==> src/rtl/bure_stage_id_if.sv <==
// Decode-to-execute bundle: one-cycle decode_valid pulse plus decoded operands.
// Latency: none (wires only).
// Backpressure: none; execute always accepts.
interface bure_id_interface #(
    parameter int DATA_WIDTH = 32
);
    logic                  decode_valid;
    logic [2:0]            funct3;
    logic [6:0]            funct7;
    logic                  is_imm_op;
    logic [DATA_WIDTH-1:0] imm;
    logic [DATA_WIDTH-1:0] rs1_data;
    logic [DATA_WIDTH-1:0] rs2_data;

    modport master (
        output decode_valid, funct3, funct7, is_imm_op, imm, rs1_data, rs2_data
    );

    modport slave (
        input decode_valid, funct3, funct7, is_imm_op, imm, rs1_data, rs2_data
    );
endinterface

==> src/rtl/bure_stage_id.sv <==
// RV32I OP/OP-IMM decode with register file, write-back bypass and busy scoreboard.
// Latency: accept at edge N gives decoded fields on if_id during cycle N+1.
// Backpressure: o_instr_ready drops while a source has a pending write; no downstream stall.
module bure_stage_id #(
    parameter int DATA_WIDTH  = 32,
    parameter int INSTR_WIDTH = 32
) (
    input  logic                   i_clk,
    input  logic                   i_rstn,
    input  logic                   i_instr_valid,
    input  logic [INSTR_WIDTH-1:0] i_instr,
    output logic                   o_instr_ready,
    input  logic                   i_wb_valid,
    input  logic [4:0]             i_wb_rd,
    input  logic [DATA_WIDTH-1:0]  i_wb_data,
    output logic [4:0]             o_rd,
    output logic                   o_illegal,
    bure_id_interface.master       if_id
);
    localparam logic [6:0] OPC_OP    = 7'b0110011;
    localparam logic [6:0] OPC_OPIMM = 7'b0010011;

    typedef struct packed {
        logic [6:0] funct7;
        logic [4:0] rs2;
        logic [4:0] rs1;
        logic [2:0] funct3;
        logic [4:0] rd;
        logic [6:0] opcode;
    } instr_t;

    instr_t                ins;
    logic [DATA_WIDTH-1:0] regs [32];
    logic [31:0]           busy;
    logic [31:0]           busy_nxt;

    logic                  is_op;
    logic                  is_opimm;
    logic                  legal;
    logic                  accept;
    logic                  hazard;
    logic                  blk_rs1;
    logic                  blk_rs2;
    logic                  is_shift;
    logic [DATA_WIDTH-1:0] rs1_val;
    logic [DATA_WIDTH-1:0] rs2_val;
    logic [DATA_WIDTH-1:0] imm_ext;

    assign ins      = instr_t'(i_instr[31:0]);
    assign is_op    = (ins.opcode == OPC_OP);
    assign is_opimm = (ins.opcode == OPC_OPIMM);
    assign legal    = is_op || is_opimm;
    assign is_shift = (ins.funct3 == 3'b001) || (ins.funct3 == 3'b101);
    assign imm_ext  = {{(DATA_WIDTH-12){i_instr[31]}}, i_instr[31:20]};

    // A write-back arriving this cycle unblocks its consumer immediately via the bypass.
    assign blk_rs1 = (ins.rs1 != 5'd0) && busy[ins.rs1] &&
                     !(i_wb_valid && i_wb_rd == ins.rs1);
    assign blk_rs2 = (ins.rs2 != 5'd0) && busy[ins.rs2] &&
                     !(i_wb_valid && i_wb_rd == ins.rs2);
    assign hazard        = blk_rs1 || (is_op && blk_rs2);
    assign o_instr_ready = !hazard;
    assign accept        = i_instr_valid && o_instr_ready;

    assign rs1_val = (ins.rs1 == 5'd0)                      ? '0        :
                     (i_wb_valid && i_wb_rd == ins.rs1)     ? i_wb_data :
                                                              regs[ins.rs1];
    assign rs2_val = (ins.rs2 == 5'd0)                      ? '0        :
                     (i_wb_valid && i_wb_rd == ins.rs2)     ? i_wb_data :
                                                              regs[ins.rs2];

    // Set after clear so a newer pending write keeps the register busy.
    always_comb begin
        busy_nxt = busy;
        if (i_wb_valid) begin
            busy_nxt[i_wb_rd] = 1'b0;
        end
        if (accept && legal && ins.rd != 5'd0) begin
            busy_nxt[ins.rd] = 1'b1;
        end
        busy_nxt[0] = 1'b0;
    end

    always_ff @(posedge i_clk) begin
        if (!i_rstn) begin
            busy <= '0;
            for (int i = 0; i < 32; i++) begin
                regs[i] <= '0;
            end
        end else begin
            busy <= busy_nxt;
            if (i_wb_valid && i_wb_rd != 5'd0) begin
                regs[i_wb_rd] <= i_wb_data;
            end
        end
    end

    always_ff @(posedge i_clk) begin
        if (!i_rstn) begin
            if_id.decode_valid <= 1'b0;
            if_id.funct3       <= '0;
            if_id.funct7       <= '0;
            if_id.is_imm_op    <= 1'b0;
            if_id.imm          <= '0;
            if_id.rs1_data     <= '0;
            if_id.rs2_data     <= '0;
            o_rd               <= '0;
            o_illegal          <= 1'b0;
        end else begin
            if_id.decode_valid <= accept && legal;
            o_illegal          <= accept && !legal;
            if (accept && legal) begin
                if_id.funct3    <= ins.funct3;
                if_id.funct7    <= (is_op || is_shift) ? ins.funct7 : 7'd0;
                if_id.is_imm_op <= is_opimm;
                if_id.imm       <= is_opimm ? imm_ext : '0;
                if_id.rs1_data  <= rs1_val;
                if_id.rs2_data  <= is_op ? rs2_val : '0;
                o_rd            <= ins.rd;
            end
        end
    end
endmodule

==> src/flat_wrapper.sv <==
// flat-port wrapper written by rule: the top's interface ports become plain ports
module bure_stage_id_flat 
#(
    parameter int DATA_WIDTH  = 32,
    parameter int INSTR_WIDTH = 32
)
  (i_clk, i_rstn, i_instr_valid, i_instr, o_instr_ready, i_wb_valid, i_wb_rd, i_wb_data, o_rd, o_illegal, if_id_decode_valid, if_id_funct3, if_id_funct7, if_id_is_imm_op, if_id_imm, if_id_rs1_data, if_id_rs2_data);
  bure_id_interface #(.DATA_WIDTH(DATA_WIDTH)) if_id_i ();
  input  logic i_clk;
  input  logic i_rstn;
  input  logic i_instr_valid;
  input  logic [INSTR_WIDTH-1:0] i_instr;
  output logic o_instr_ready;
  input  logic i_wb_valid;
  input  logic [4:0] i_wb_rd;
  input  logic [DATA_WIDTH-1:0] i_wb_data;
  output logic [4:0] o_rd;
  output logic o_illegal;
  output wire logic [$bits(if_id_i.decode_valid)-1:0] if_id_decode_valid;
  output wire logic [$bits(if_id_i.funct3)-1:0] if_id_funct3;
  output wire logic [$bits(if_id_i.funct7)-1:0] if_id_funct7;
  output wire logic [$bits(if_id_i.is_imm_op)-1:0] if_id_is_imm_op;
  output wire logic [$bits(if_id_i.imm)-1:0] if_id_imm;
  output wire logic [$bits(if_id_i.rs1_data)-1:0] if_id_rs1_data;
  output wire logic [$bits(if_id_i.rs2_data)-1:0] if_id_rs2_data;
  assign if_id_decode_valid = if_id_i.decode_valid;
  assign if_id_funct3 = if_id_i.funct3;
  assign if_id_funct7 = if_id_i.funct7;
  assign if_id_is_imm_op = if_id_i.is_imm_op;
  assign if_id_imm = if_id_i.imm;
  assign if_id_rs1_data = if_id_i.rs1_data;
  assign if_id_rs2_data = if_id_i.rs2_data;
  bure_stage_id #(.DATA_WIDTH(DATA_WIDTH), .INSTR_WIDTH(INSTR_WIDTH)) u_core (.i_clk(i_clk), .i_rstn(i_rstn), .i_instr_valid(i_instr_valid), .i_instr(i_instr), .o_instr_ready(o_instr_ready), .i_wb_valid(i_wb_valid), .i_wb_rd(i_wb_rd), .i_wb_data(i_wb_data), .o_rd(o_rd), .o_illegal(o_illegal), .if_id(if_id_i));
endmodule
==> config.mk <==
export PLATFORM = sky130hd
export DESIGN_NAME = bure_stage_id_flat
export DESIGN_NICKNAME = d
export VERILOG_FILES = /design/src/rtl/bure_stage_id_if.sv /design/src/rtl/bure_stage_id.sv /design/src/flat_wrapper.sv
export SDC_FILE = /design/constraint.sdc
export NUM_CORES = 2
export LEC_CHECK = 0
export BUFFER_PORTS_ARGS = -buffer_cell sky130_fd_sc_hd__buf_2
export CORE_UTILIZATION = 25
export CTS_CLUSTER_SIZE = 20
export DETAILED_ROUTE_END_ITERATION = 8
export PLACE_DENSITY = 0.48
export REMOVE_ABC_BUFFERS = 1
export SLEW_MARGIN = 20
export SYNTH_ARGS = -nofsm -noshare
export SYNTH_HDL_FRONTEND = slang
export SYNTH_SLANG_ARGS = --single-unit
==> constraint.sdc <==
create_clock -name i_clk -period 6.8 [get_ports i_clk]
set_input_delay 2.04 -clock i_clk [delete_from_list [all_inputs] [get_ports i_clk]]
set_output_delay 2.04 -clock i_clk [all_outputs]
set_load 0.05 [all_outputs]
Yosys cells after proc, flatten, opt, wreduce, memory -nomap -nowiden:

Memory sizes are Yosys's and may differ from the RTL's.
Index checks and enable logic that the tools add are counted.
W data, S select, Z words.

* magnitude comparators: 6
* equal/unequal tests: 6
* mux-type cells: 24
* bitwise operators: 3
* reductions and logical operators: 29

Operators with widths (number)
* $mux W32: 9
* $and A32 B32 Y32: 1
* $not A32 Y32: 1
* $or A32 B32 Y32: 1
* $reduce_or A32 Y1: 1
* $lt A5 B6 Y1 const B: 4
* $reduce_bool A5 Y1: 4
* $logic_and A1 B1 Y1: 14
* $bmux W1 S5: 2
* $demux W1 S5: 2
* $eq A5 B5 Y1: 2
* $ge A5 B1 Y1 const B: 2
* $logic_not A5 Y1: 2
* $mux W1: 9
* $eq A7 B5 Y1 const B: 1
* $eq A7 B6 Y1 const B: 1
* $mux W7: 1
* $mux W5: 1
* $logic_not A1 Y1: 4
* $logic_or A1 B1 Y1: 4
* $eq A3 B1 Y1 const B: 1
* $eq A3 B3 Y1 const B: 1

* bits in registers: 146
* bits in writable memories: 1024
* output and inout bits: 115
* logic and storage cells: 80
* memories: 1

Memories
* u_core.regs: words 32, width 32, read ports 2, clocked after Yosys merged registers in 0, write ports 32, RTL line bure_stage_id.sv:33 `logic [DATA_WIDTH-1:0] regs [32];`

Logic depth before layout (Yosys ltp):

* word-level depth: 11
* gate-level depth with buffers: 12
* gate-level depth less buffers: 7

Worst setup path after synthesis:

Ideal clock, no wire load.

* path type: input -> register
* start: input port i_wb_rd[2]
* end: memory u_core.regs[6][0] (enable)
* setup time: 466 ps
* arrival: 5427 ps
* data required time: 6334 ps
* setup slack: 908 ps
* stages: 5
* buffers on the path: 3
* cell sequence: clkbuf_1 -> or3b_2 -> clkbuf_1 -> clkbuf_1 -> o21ai_0

RTL lines
* from (decl): RTL line flat_wrapper.sv:15 `input logic [4:0] i_wb_rd;`
* to (decl): RTL line bure_stage_id.sv:33

Worst setup path in the final report:

* start: input port i_instr[15]
* end: output port o_instr_ready

* word-level cells in the longest chain between the ends: 6
* elaborated cells on any way between the ends: 10
* those cells by class: eq/ne (1); mux (2); reduce/logical (7)

RTL lines
* from (decl): RTL line flat_wrapper.sv:12 `input logic [INSTR_WIDTH-1:0] i_instr;`
* $bmux W1 S5 / $eq A5 B5 Y1 (equally long branches): RTL line bure_stage_id.sv:57, bure_stage_id.sv:58
* $mux W1 (not written as such) / $logic_and A1 B1 Y1 (equally long branches): RTL line bure_stage_id.sv:57, bure_stage_id.sv:58
* $logic_and A1 B1 Y1 / $logic_not A1 Y1 (equally long branches): RTL line bure_stage_id.sv:57, bure_stage_id.sv:58
* $logic_and A1 B1 Y1 *: RTL line bure_stage_id.sv:57 `assign blk_rs1 = (ins.rs1 != 5'd0) && busy[ins.rs1] &&`
* $logic_or A1 B1 Y1 *: RTL line bure_stage_id.sv:61 `assign hazard = blk_rs1 || (is_op && blk_rs2);`
* $logic_not A1 Y1 *: RTL line bure_stage_id.sv:62 `assign o_instr_ready = !hazard;`
* to (decl): RTL line flat_wrapper.sv:13 `output logic o_instr_ready;`

Every way passes the cells marked *; elsewhere a longest branch is shown, timed or not. The select of a mux whose other input is x is not followed.

==> results.md <==
Timing:
- In the finished design, the share of the clock period the worst path needs comes to 91.1%.
- Setup repair after global routing left no endpoint under its margin.
- Timing would allow up to ~160 MHz.
- The number of slew-limit violations in the final report is 0.
- The final worst-path setup slack is about 0.6 ns.
- The final critical delay including setup and external delays is slightly above 6 ns.
- The setup TNS is 0 ns.
- The worst slew margin relative to its limit is between 20% and 30%.
- For the pin with the worst max-slew slack, the measured transition is 1.16 ns.
- The number of hold violations in the final report is 0.
- Hold timing on the final database bottoms out at a slack of roughly 0.46 ns.
- Between clock sinks in the finished design, the worst skew comes to between 0.03 and 0.04 ns.
- Setup violations remaining at the end of the flow were counted as 0.

Critical path:
- The worst-case register-to-register setup slack is roughly 3.2 ns.
- The worst reg2reg path endpoint is u_core.if_id.rs2_data[24]$_SDFFE_PN0P_.
- The maximum cell stage delay along the critical path is roughly 0.54 ns.
- The worst register-to-register path has a depth of 7.
- The signal on the critical path passes through buf_8 > mux4_2 > mux2_2 > a221oi_1 > a311oi_1 > nor2_2 > buf_2.
- The largest individual stage delay along the critical path comes from the cell sky130_fd_sc_hd__mux4_2.
- The startpoint type of the worst setup path is a primary input.
- The sort of element at the end of the critical path is an output pin.
- The peak fanout along the critical path is 12.
- For the worst setup path, the data required time is about 4.8 ns.
- In this run the critical register-to-register path is launched from u_core.busy[13]$_SDFF_PN0_.
- For the worst setup path, the data arrival time is between 4 and 5 ns.
- The classification of the worst setup path is in -> out.

Power:
- Summed over all cells, the static leakage comes to 23.1 nW.
- The peak supply drop is about 0.26 mV.
- Power spread over the standard cell area amounts to between 200 and 300 nW/um^2.

Place:
- The final RePlAce weighted congestion is approximately 0.85.
- After detailed placement, the total cell area comes to 64500 sq um.
- The total of buffers placed on input and output ports is between 150 and 200.
- Summed over all nets, the half-perimeter wirelength after detailed placement is approximately 140 mm.
- The post-place setup slack is between 0.6 and 0.7 ns.

Layout:
- At the end of the flow the core is filled with cells to between 20% and 30%.
- Cells with a size suffix above 1 make up about 28% of the layout.
- The final net count is between 4000 and 5000.
- The growth of design area from synthesis to finish is 16.0%.
- The final instance area is roughly 69000 sq um.
- In the layout the commonest cells are sky130_fd_sc_hd__edfxtp_1 (1024), sky130_fd_sc_hd__and2_1 (964), sky130_fd_sc_hd__mux4_2 (528).
- The library cell used most frequently in the layout, excluding fill and tap cells, is sky130_fd_sc_hd__edfxtp_1.
- The layout has ~23000 filler cells.

Yosys:
- For this run, the number of Yosys warnings is 0.
- The average instance in the mapped netlist occupies between 10 and 15 sq um.
- Counting every instance in the synthesized netlist gives roughly 4000.
- The combinational family with the most area after synthesis is multiplexers.
- The synthesized-area fraction occupied by adder cells is 0%.
- The post-synthesis simple-gate area fraction is a little over an eighth.
- The share of synthesized registers carrying an async set or reset is 0%.
- The count of unique library cells instantiated by Yosys is 67.
- The mapped netlist covers 59700 sq um.
- The post-synthesis compound-gate area fraction is 5.61%.
- The portion of synthesized area spent on multiplexers is 21.7%.
- The flip-flop cell with the highest count after synthesis is sky130_fd_sc_hd__edfxtp_1.
- After synthesis, flip-flops and latches occupy between 50% and 60% of the total area.
- The synthesized design contains between 1000 and 1500 enable-type register cells.
- In this run, synthesis produced a sequential element count of approximately 1100.
- The xor/xnor share of the synthesized area is 0.147%.

GRT:
- Global routing used about a fifth of the available tracks across all layers.
- The number of global-route vias before repair is a little under 40000.
- The pin count of the biggest net entering global routing is 114.
- Global routing finished with a remaining overflow of 0.
- The number of antenna violations at the first check in global routing is 30.
- The wire length of the first global-routing pass is around 330 mm.

Drt:
- For this block, the initial DRC count from the detailed router was 5355.
- The detailed-route via count is 39400.
- Once detail routing completed, the nets flagged for antenna violations numbered 0.
- After detailed routing, the average wire length per cell comes to 32.3 um.
- The remaining design rule violation count is 0.
- The final wirelength is around 240 mm.
- The pre-antenna-repair detailed-routing pass consisted of 5 iterations.
- The via density per instance is 5.30.

Floorplan:
- The effective utilization at floorplan is about a quarter.
- The floorplan step defined a die boundary enclosing between 200000 and 250000 sq um.
- The y dimension of the die is 491 um.
- The die width is 491 um.
- After floorplanning, the core was sized to cover ~240000 sq um.
- The floorplan has between 150 and 200 rows.
- The I/O pin total is about 190.

Hold path:
- The endpoint of the worst hold-timing path is u_core.o_rd[1]$_SDFFE_PN0P_.
- The worst hold path was traced through 2 stages.
- The launch instance of the worst min-delay path is u_core.o_rd[1]$_SDFFE_PN0P_.
- In this run the worst hold path is classified as reg -> reg.

Clocking:
- The clock latency on the worst-skew pair is between 0.8 and 0.9 ns.
- Buffers inserted to repair hold after CTS numbered 0.
- After clock tree synthesis, the clock-pin slew on the worst setup and hold paths is around 0.060 ns.
- Buffers inserted during clock tree synthesis total 138.
- TritonCTS built the clock tree.
- The maximum level of the CTS H-tree is 4.
- For this design, the sink count on the clock tree is 1149.
- CTS placed an instance of sky130_fd_sc_hd__clkbuf_16 at the clock tree root.
- The number of buffers on the longest clock path is 3.
- The number of gates resized after CTS was 0.
- The count of buffers added by post-CTS timing repair for setup is 0.

Job:
- Max-cap violations in this run came to 0.

Outcome:
- The run finished with clean final reports.
==> cells in the mapped netlist (all sizes together), types with 11 or more instances <==
cell type,instances,area (sq um)
a2111oi,18,158
a211oi,40,350
a21oi,65,325
a22oi,31,233
a32o,36,360
and2,966,6040
buf,142,875
clkbuf,324,1220
dfxtp,125,2500
edfxtp,1024,30700
mux2,22,248
mux2i,79,791
mux4,528,11900
nand2,85,319
nand3,31,165
nand3b,14,105
nor2,149,562
nor2b,11,68.8
nor3,60,300
o211ai,30,225
o21ai,106,531
o22ai,132,826
==> area by class of cell <==
class	instances	area [sq um]	area share (%)
Antenna cell	19	47.5	0.0687
Inverter	8	33.8	0.0488
Clock buffer	182	3760	5.43
Tap cell	3150	3940	5.69
Clock inverter	73	882	1.27
Timing Repair Buffer	328	2260	3.27
Sequential cell	1149	33300	48.0
Multi-Input combinational cell	2531	25000	36.2
==> worst max path at each step <==
stage	from	end	depth (start not counted)
final	i_instr[15]	o_instr_ready	7
after global routing	i_instr[20]	o_instr_ready	6
after CTS	i_instr[15]	o_instr_ready	7
after detailed placement	i_instr[15]	o_instr_ready	7
after global placement	i_instr[16]	o_instr_ready	7
after floorplan	u_core.if_id.imm[30]$_SDFFE_PN0P_	if_id_imm[11]	0
==> sequential cells by signal (all words and copies together), names as in the netlist <==
register / cells
u_core.busy: 31
u_core.if_id.decode_valid: 1
u_core.if_id.funct3: 3
u_core.if_id.funct7: 7
u_core.if_id.imm: 12
u_core.if_id.is_imm_op: 1
u_core.if_id.rs1_data: 32
u_core.if_id.rs2_data: 32
u_core.o_illegal: 1
u_core.o_rd: 5
u_core.regs: 1024
==> routing by layer <==
metal  vias to the layer above  share of wire (%)  global-route usage (%)
met2                      2018                 47                    31.6
met1                     21000                 42                    26.2
li1                      16000                  -                       -
met5                         -              0.040                       0
met4                        16                2.7                    5.65
met3                       376                8.6                    4.05
==> through the flow <==
stage / std cells / power (mW)
floorplan: 3688 / 9.24
global placement: 7165 / 10.2
detailed placement: 7166 / 10.2
CTS: 7421 / 17.8
global route: 7423 / 18.2
finish: 7440 / 17.7
==> logic make-up (layout without fill, tap and decap cells) <==
family / Yosys count / in the layout
muxes: 629 / 629
DFF: 1149 / 1149
xor gates and xnor gates: 10 / 10
and+or+nand+nor: 1362 / 1362
AOI/OAI and AO/OA: 498 / 498
other: 1 / 51
buffers and inverters: 474 / 591
==> power breakdown <==
group	internal [mW]	switching (mW)	total, mW
sequential	8.03	0.174	8.20
clock	4.41	3.25	7.66
combinational	0.748	1.12	1.87
total	13.2	4.55	17.7
==> worst max-delay path: cells and delay by family <==
| family | cells | cell delay (ns) |
|---|---|---|
| buffers and inverters | 2 | 0.50 |
| AO/OA/AOI/OAI | 2 | 0.41 |
| multiplexers | 2 | 0.82 |
| AND/OR/NAND/NOR | 1 | 0.34 |
Power figures use the tool's default switching activity.
